[config.mk]
export PLATFORM = sky130hd
export DESIGN_NAME = ahb_lite_slave_if
export DESIGN_NICKNAME = d
export VERILOG_FILES = /design/src/rtl/ahb_lite_slave_if.sv
export SDC_FILE = /design/constraint.sdc
export NUM_CORES = 1
export LEC_CHECK = 0
export CORE_MARGIN = 5
export CORE_UTILIZATION = 32
export CTS_CLUSTER_DIAMETER = 60
export DETAILED_ROUTE_END_ITERATION = 10
export PLACE_DENSITY_LB_ADDON = 0.25
export SETUP_SLACK_MARGIN = 0.02
export SLEW_MARGIN = 15
export SYNTH_ARGS = -nofsm -noshare
export SYNTH_HDL_FRONTEND = slang
export SYNTH_SLANG_ARGS = --single-unit
[constraint.sdc]
create_clock -name HCLK -period 2.5 [get_ports HCLK]
set_clock_uncertainty 0.2 [all_clocks]
set_input_delay 0.375 -clock HCLK [delete_from_list [all_inputs] [get_ports HCLK]]
set_output_delay 0.375 -clock HCLK [all_outputs]
set_load 0.005 [all_outputs]
[src/rtl/ahb_lite_slave_if.sv]
// ahb_lite_slave_if: AHB-Lite slave front-end turning pipelined transfers into a valid/ready back-end request
// with local address/alignment/size/timeout checks and the two-cycle ERROR response.
module ahb_lite_slave_if #(
    parameter int DATA_WIDTH = 32,
    parameter int ADDR_WIDTH = 32,
    parameter int ADDR_SPAN  = 4096,
    parameter int TIMEOUT    = 0
) (
    input  logic                    HCLK,
    input  logic                    HRESETn,
    input  logic                    HSEL,
    input  logic [ADDR_WIDTH-1:0]   HADDR,
    input  logic [1:0]              HTRANS,
    input  logic                    HWRITE,
    input  logic [2:0]              HSIZE,
    input  logic [2:0]              HBURST,
    input  logic [3:0]              HPROT,
    input  logic [DATA_WIDTH-1:0]   HWDATA,
    input  logic                    HREADYIN,
    output logic [DATA_WIDTH-1:0]   HRDATA,
    output logic                    HREADYOUT,
    output logic                    HRESP,
    output logic                    req_valid,
    output logic                    req_write,
    output logic [ADDR_WIDTH-1:0]   req_addr,
    output logic [DATA_WIDTH/8-1:0] req_strb,
    output logic [DATA_WIDTH-1:0]   req_wdata,
    input  logic                    req_ready,
    input  logic [DATA_WIDTH-1:0]   rsp_rdata,
    input  logic                    rsp_error
);
    localparam int NB = DATA_WIDTH / 8;
    localparam int LW = $clog2(NB);
    localparam int CW = TIMEOUT > 0 ? $clog2(TIMEOUT + 1) : 1;
    localparam logic [CW-1:0] TMAX = CW'(TIMEOUT);

    typedef enum logic [1:0] {S_IDLE, S_ACCESS, S_ERR1, S_ERR2} state_t;

    state_t                  state_q, state_d, nxt_cap;
    logic [ADDR_WIDTH-1:0]   addr_q, addr_d, amask;
    logic                    write_q, write_d;
    logic [NB-1:0]           strb_q, strb_d, cap_strb;
    logic [CW-1:0]           cnt_q, cnt_d;
    logic                    capture, lerr, done, waiting, tout;
    int                      lane;
    logic                    unused_ok;

    assign unused_ok = ^{HBURST, HPROT, HTRANS[0]};
    assign capture   = HSEL & HREADYIN & HTRANS[1];

    always_comb begin
        amask = ~({ADDR_WIDTH{1'b1}} << HSIZE);
        lane  = int'(HADDR & ADDR_WIDTH'(NB - 1));
        lerr  = (HADDR >= ADDR_WIDTH'(ADDR_SPAN)) | (|(HADDR & amask)) | (int'(HSIZE) > LW);
        for (int i = 0; i < NB; i++)
            cap_strb[i] = (i >= lane) && (i < lane + (1 << HSIZE));
    end

    always_ff @(posedge HCLK or negedge HRESETn) begin
        if (!HRESETn) begin
            state_q <= S_IDLE;
            addr_q  <= '0;
            write_q <= 1'b0;
            strb_q  <= '0;
            cnt_q   <= '0;
        end else begin
            state_q <= state_d;
            addr_q  <= addr_d;
            write_q <= write_d;
            strb_q  <= strb_d;
            cnt_q   <= cnt_d;
        end
    end

    // Counter clears whenever the slave is not sitting in a wait cycle, so every ACCESS entry starts at 0.
    always_comb begin
        done    = (state_q == S_ACCESS) & req_ready;
        waiting = (state_q == S_ACCESS) & ~req_ready;
        tout    = (TIMEOUT != 0) & waiting & (cnt_q == TMAX - 1'b1);
        nxt_cap = capture ? (lerr ? S_ERR1 : S_ACCESS) : S_IDLE;
        state_d = (state_q == S_IDLE || state_q == S_ERR2) ? nxt_cap :
                  (state_q == S_ERR1) ? S_ERR2 :
                  done ? (rsp_error ? S_ERR1 : nxt_cap) :
                  tout ? S_ERR1 : S_ACCESS;
        cnt_d   = !waiting ? '0 : (cnt_q != TMAX) ? cnt_q + 1'b1 : cnt_q;
        addr_d  = capture ? HADDR : addr_q;
        write_d = capture ? HWRITE : write_q;
        strb_d  = capture ? cap_strb : strb_q;
    end

    always_comb begin
        req_valid = state_q == S_ACCESS;
        HRESP     = (state_q == S_ERR1) | (state_q == S_ERR2);
        HREADYOUT = (state_q == S_IDLE) | (state_q == S_ERR2) | (done & ~rsp_error);
        HRDATA    = (done & ~rsp_error & ~write_q) ? rsp_rdata : '0;
    end

    assign req_write = write_q;
    assign req_addr  = addr_q;
    assign req_strb  = strb_q;
    assign req_wdata = HWDATA;
endmodule

==> flow_metrics.env, run 1 <==
export IMPL_status="complete, no violations"
export IMPL_cts_htree_levels=2
export IMPL_worst_slew_pin_slew_ns=0.8890
export IMPL_cp_end_kind="flip-flop"
export IMPL_seq_area_sq_um=975.9
export IMPL_postCtsHoldBufs=0
export IMPL_dieArea_sq_mm=0.008623
export IMPL_cap_violations=0
export IMPL_gp_congestion=0.7599
export IMPL_grt_max_degree=40
export IMPL_rr_worst_depth=6
export IMPL_path_class="input pin to flip-flop"
export IMPL_path_cells="clkdlybuf4s50_1, or3_1, inv_1, ha_1, fa_1, and4bb_2, a21oi_1, nor3_1, o31ai_1"
export IMPL_r2r_start="state_q[1]"
export IMPL_synth_cell_area_sq_mm=0.002197
export IMPL_vias=1818
export IMPL_core_area_sq_mm=0.006756
export IMPL_die_w_microns=92.86
export IMPL_cts_buffers_inserted=5
export IMPL_rrSetupSlack_ns=1.05
export IMPL_cts_sinks=39
export IMPL_start_util_pct=32.52
export IMPL_multiInputGateArea_sq_um=933.4
export IMPL_crit_slowest_cell="clkdlybuf4s50_1"
export IMPL_setup_viol=0
export IMPL_synth_distinct_cells=31
export IMPL_cts_buffer_depth=2
export IMPL_cp_max_fo=2
export IMPL_fin_total_pwr_mw=1.998
export IMPL_power_density_mw_per_mm2=549.1
export IMPL_start_kind="input pin"
export IMPL_power_leakage_nw=1.686
export IMPL_dp_cells=395
export IMPL_path_clk_slew_ns=0.07
export IMPL_drc=0
export IMPL_finalCritPeriodShare_pct=94.20
export IMPL_grt_util_all_layers_pct=13.90
export IMPL_die_height_microns=92.86
export IMPL_rsz0062_at_grt="true"
export IMPL_cts_resized=32
export IMPL_post_drt_wl_per_cell_microns=15.50
export IMPL_peakVddDrop_v=0.0003148
export IMPL_hold_viol=0
export IMPL_clk_latency_ns=0.28
export IMPL_post_cts_buffers=0
export IMPL_grt_pass1_vias=1894
export IMPL_ys_seq_area_share_pct=44.42
export IMPL_slew_violations=0
export IMPL_syn_num_nets=318
export IMPL_stdcell_count=403
export IMPL_num_rows=30
export IMPL_place_port_buffers=146
export IMPL_period_needed_ns=2.355
export IMPL_relSlewSlack_pct=40.73
export IMPL_final_nets=444
export IMPL_via_per_inst=4.511
export IMPL_fmax_ghz=0.4246
export IMPL_max_stage_delay_ns=0.48
export IMPL_io_pin_count=219
export IMPL_crit_family="adder cells"
export IMPL_tns_ns=0
export IMPL_syn2layout_area_growth_pct=65.60
export IMPL_regToRegEndpoint="state_q[0]"
export IMPL_grt_antenna_before_repair=0
export IMPL_diodes=0
export IMPL_postSynthAreaPerCell_sq_um=11.21
export IMPL_filler_cell_count=621
export IMPL_critPathRequiredTime_ns=2.49
export IMPL_firstDrtPassIters=4
export IMPL_cts_tree="built"
export IMPL_grt_first_pass_wirelength_mm=9.701
export IMPL_synthCells=196
export IMPL_grt_overflow=0
export IMPL_worstHoldPathType="input pin to async pin"
export IMPL_clk_root_buffer_cell="clkbuf_8"
export IMPL_drt_wl_total_mm=6.245
export IMPL_worstPathArrival_ns=2.35
export IMPL_hpwl_mm=5.078
export IMPL_synth_seq_cells=39
export IMPL_path_buf_inv=2
export IMPL_drt_initial_drc_count=21
export IMPL_drtAntennaViolNets=0
export IMPL_ys_warn_count=0
export IMPL_drive_gt1_share_pct=18.89
## state kept, by name (all words and copies together) (netlist names)
name / count
state_q: 2
req_addr: 32
req_strb: 4
req_write: 1
## cell families after synthesis
family          Yosys count  synth area share, %
simple gates             57                16.63
buf+inv                  46                13.55
flops                    39                44.42
mux                      33                16.91
compound gates           14                4.158
fa+ha+maj                 7                4.328
## cell usage after synthesis (all sizes together)
cell type	instances	area [sq um]
mux2	33	371.6
nor3	4	25.02
o21ai	3	15.01
o221ai	1	8.760
or3	1	6.260
or2	1	6.260
a31oi	1	6.260
nand2b	1	6.260
nor4	5	50.05
a22oi	1	7.510
nand3	2	10.01
o41ai	1	16.27
buf	36	260.3
and4bb	1	12.51
ha	6	75.07
nand2	4	15.01
nor2b	1	6.260
inv	7	26.28
a21oi	6	30.03
fa	1	20.02
and3	1	6.260
nor2	2	7.510
o31ai	1	7.510
nor3b	1	7.510
clkbuf	3	11.26
and2	32	200.2
nand4	1	6.260
dfrtp	39	975.9
## area by class of cell
cell class / count / area share, %
clock buffer: 7 / 2.098
clock inverter: 1 / 0.1376
inverter: 7 / 0.7221
multi-input combinational: 111 / 25.65
sequential: 39 / 26.82
tap: 80 / 2.751
timing repair buffer: 158 / 41.82
## through the flow
step | setup WS (ns) | util [%] | cell area (sq um) | hold slack [ns]
final | 0.1450 | 53.85 | 3638 | 0.02010
after global routing | 0.01170 | 53.85 | 3638 | 0.07898
after CTS | 0.05162 | 53.74 | 3631 | 0.04336
after detailed placement | -0.2231 | 53.13 | 3590 | 0.2877
after global placement | -0.1267 | 53.13 | 3590 | 0.2702
after floorplan | 0.4115 | - | 2197 | -0.1206
## layer usage
metal | vias up | share of wire (%) | track usage [%]
li1 | 882 | - | -
met1 | 865 | 39 | 16.55
met2 | 61 | 52 | 23.40
met3 | 10 | 8.2 | 5.605
met4 | 0 | 0.50 | 3.297
met5 | - | 0 | 0
## layout by cell type (no fill, tap or decap), types with 2 or more instances in the layout
cell type and instances:
mux2_2 33, and2_1 32, inv_1 7, nand2_1 4, o21ai_0 3, nor3_2 2, nor3_1 2, clkbuf_1 2
dfrtp_1 39, clkdlybuf4s50_1 112, dlygate4sd2_1 32, nor4_2 3, ha_1 6, nor4_1 2, buf_4 11, clkbuf_8 5
a21oi_1 6, nor2_1 2
## worst max-delay path by stage
| stage | start | endpoint | slack (ns) | cells after the start |
|---|---|---|---|---|
| after CTS | HSIZE[2] | req_strb[2] | 0.05 | 9 |
| after floorplan | HSIZE[2] | req_strb[0] | 0.41 | 8 |
| after global routing | HSIZE[0] | req_strb[1] | 0.01 | 9 |
| after global placement | HSIZE[2] | req_strb[0] | -0.13 | 9 |
| final | HSIZE[0] | req_strb[1] | 0.14 | 9 |
| after detailed placement | HSIZE[2] | req_strb[2] | -0.22 | 9 |
## where the power goes
part / leakage, nW / switching (mW) / internal, mW
registers: 0.464 / 0.0665 / 0.756
clock network: 0.0422 / 0.205 / 0.196
logic: 1.18 / 0.256 / 0.519
Note: power is estimated with default switching activity, not from simulation.
==> run 2, diff against run 1 <==
HOLD_SLACK_MARGIN = 0.1   (was default)
==> flow_metrics.env, run 2 (synthesis gave the netlist of run 1 again) <==
export IMPL_switching_share_pct=26.39
export IMPL_vias=1822
export IMPL_utilization_pct=54.00
export IMPL_start_kind="input pin"
export IMPL_start_util_pct=32.52
export IMPL_tns_ns=0
export IMPL_hold_viol=0
export IMPL_io_pin_count=219
export IMPL_drt_wl_total_mm=6.261
export IMPL_final_common_cell="clkdlybuf4s50_1"
export IMPL_via_per_inst=4.510
export IMPL_peakVddDrop_v=0.0003148
export IMPL_critPathRequiredTime_ns=2.49
export IMPL_p_clk_share_pct=20.1
export IMPL_syn2layout_area_growth_pct=66.06
export IMPL_gp_congestion=0.7599
export IMPL_die_w_microns=92.86
export IMPL_grt_overflow=0
export IMPL_path_cells="clkdlybuf4s50_1, or3_1, inv_1, ha_1, fa_1, and4bb_2, a21oi_1, nor3_1, o31ai_1"
export IMPL_post_drt_wl_per_cell_microns=15.50
export IMPL_cp_max_fo=2
export IMPL_pwr_share_comb_pct=38.8
export IMPL_drc=0
export IMPL_max_stage_delay_ns=0.48
export IMPL_path_clk_slew_ns=0.07
export IMPL_fin_ws_ns=0.1454
export IMPL_clk_root_buffer_cell="clkbuf_8"
export IMPL_drt_initial_drc_count=21
export IMPL_finalCritPeriodShare_pct=94.18
export IMPL_drtAntennaViolNets=0
export IMPL_hpwl_mm=5.078
export IMPL_p_int_mw=1.472
export IMPL_worst_slew_pin_slew_ns=0.8908
export IMPL_crit_slowest_cell="clkdlybuf4s50_1"
export IMPL_cts_htree_levels=2
export IMPL_power_leakage_nw=1.691
export IMPL_core_area_sq_mm=0.006756
export IMPL_power_density_mw_per_mm2=547.9
export IMPL_seq_power_share_pct=41.1
export IMPL_grt_util_all_layers_pct=13.98
export IMPL_cts_buffers_inserted=5
export IMPL_path_buf_inv=2
export IMPL_clk_latency_ns=0.28
export IMPL_worstHoldPathType="flip-flop to flip-flop"
export IMPL_fmax_ghz=0.4247
export IMPL_firstDrtPassIters=4
export IMPL_cts_buffer_depth=2
export IMPL_crit_family="adder cells"
export IMPL_slew_violations=0
export IMPL_drive_gt1_share_pct=18.83
export IMPL_place_port_buffers=146
export IMPL_die_height_microns=92.86
export IMPL_grt_pass1_vias=1907
export IMPL_grt_max_degree=40
export IMPL_rrSetupSlack_ns=1.05
export IMPL_dieArea_sq_mm=0.008623
export IMPL_diodes=0
export IMPL_path_class="input pin to flip-flop"
export IMPL_setup_viol=0
export IMPL_grt_antenna_before_repair=0
export IMPL_cts_tree="built"
export IMPL_switchingPower_mw=0.5276
export IMPL_cp_end_kind="flip-flop"
export IMPL_cap_violations=0
export IMPL_cts_sinks=39
export IMPL_rsz0062_at_grt="true"
export IMPL_relSlewSlack_pct=40.62
export IMPL_num_rows=30
export IMPL_largest_reg_flops=32
export IMPL_period_needed_ns=2.355
export IMPL_grt_first_pass_wirelength_mm=9.756
export IMPL_worstPathArrival_ns=2.35
export IMPL_most_common_layout_cells="112 x clkdlybuf4s50_1, 39 x dfrtp_1, 33 x mux2_2"
export IMPL_status="complete, no violations"
export IMPL_dp_slack_ns=-0.2231
export IMPL_final_nets=445
run 2: cell types whose count changed in the layout (fill, tap and decap cells not counted):
cell | previous run | this run
dlygate4sd3_1 | 0 | 1
run 2: power by group through the flow:
stage / logic, mW / clock network, mW / registers [mW]
2_1_floorplan: 0.294 / 0 / 0.839
5_1_grt: 0.849 / 0.453 / 0.841
3_3_place_gp: 0.801 / 0 / 0.828
4_1_cts: 0.794 / 0.422 / 0.825
6_report: 0.776 / 0.401 / 0.823
3_5_place_dp: 0.805 / 0 / 0.835
run 2: per-layer routing:
metal | vias to the layer above | share of wire [%] | track usage (%)
li1 | 884 | - | -
met1 | 867 | 39 | 16.60
met2 | 61 | 52 | 23.64
met3 | 10 | 8.2 | 5.605
met4 | 0 | 0.50 | 3.297
met5 | - | 0 | 0
run 2: final timing paths:
path,startpoint,endpoint,depth (start not counted)
min,req_strb[1],req_strb[1],2
max,HSIZE[0],req_strb[1],9
min in group asynchronous,HRESETn,req_addr[6],2
max reg2reg,state_q[1],state_q[0],6
max in group asynchronous,HRESETn,req_addr[5],2
min reg2reg,req_strb[1],req_strb[1],2
run 2: metrics by stage:
step	hold WS, ns	std cells	cell area (sq um)	total power [mW]
final	0.2912	404	3649	1.999
after global placement	0.2702	395	3590	1.629
after floorplan	-0.1206	196	2197	1.133
after global routing	0.3160	404	3649	2.143
after CTS	0.3048	404	3641	2.040
after detailed placement	0.2877	395	3590	1.640
run 2: final cells by class:
type	count	area, sq um
inverters	7	26.28
repair buffers	159	1531
clock inverters	1	5.005
clock buffers	7	76.32
fillers	620	3108
flip-flops and latches	39	975.9
well taps	80	100.1
multi-input cells	111	933.4
run 2: worst register-to-register path, cell delays in order, from the launching register on:
cell     delay [ns]
dfrtp_1        0.40
inv_1          0.06
ha_1           0.15
nand2_1        0.08
buf_4          0.14
o21ai_0        0.19
o41ai_2        0.10
run 2: timing repair:
action	4_1_cts	5_1_grt
gates resized for setup	32	2
setup endpoints to repair	32	4
hold buffers	1	0
setup buffers	0	0
hold endpoints to repair	39	0
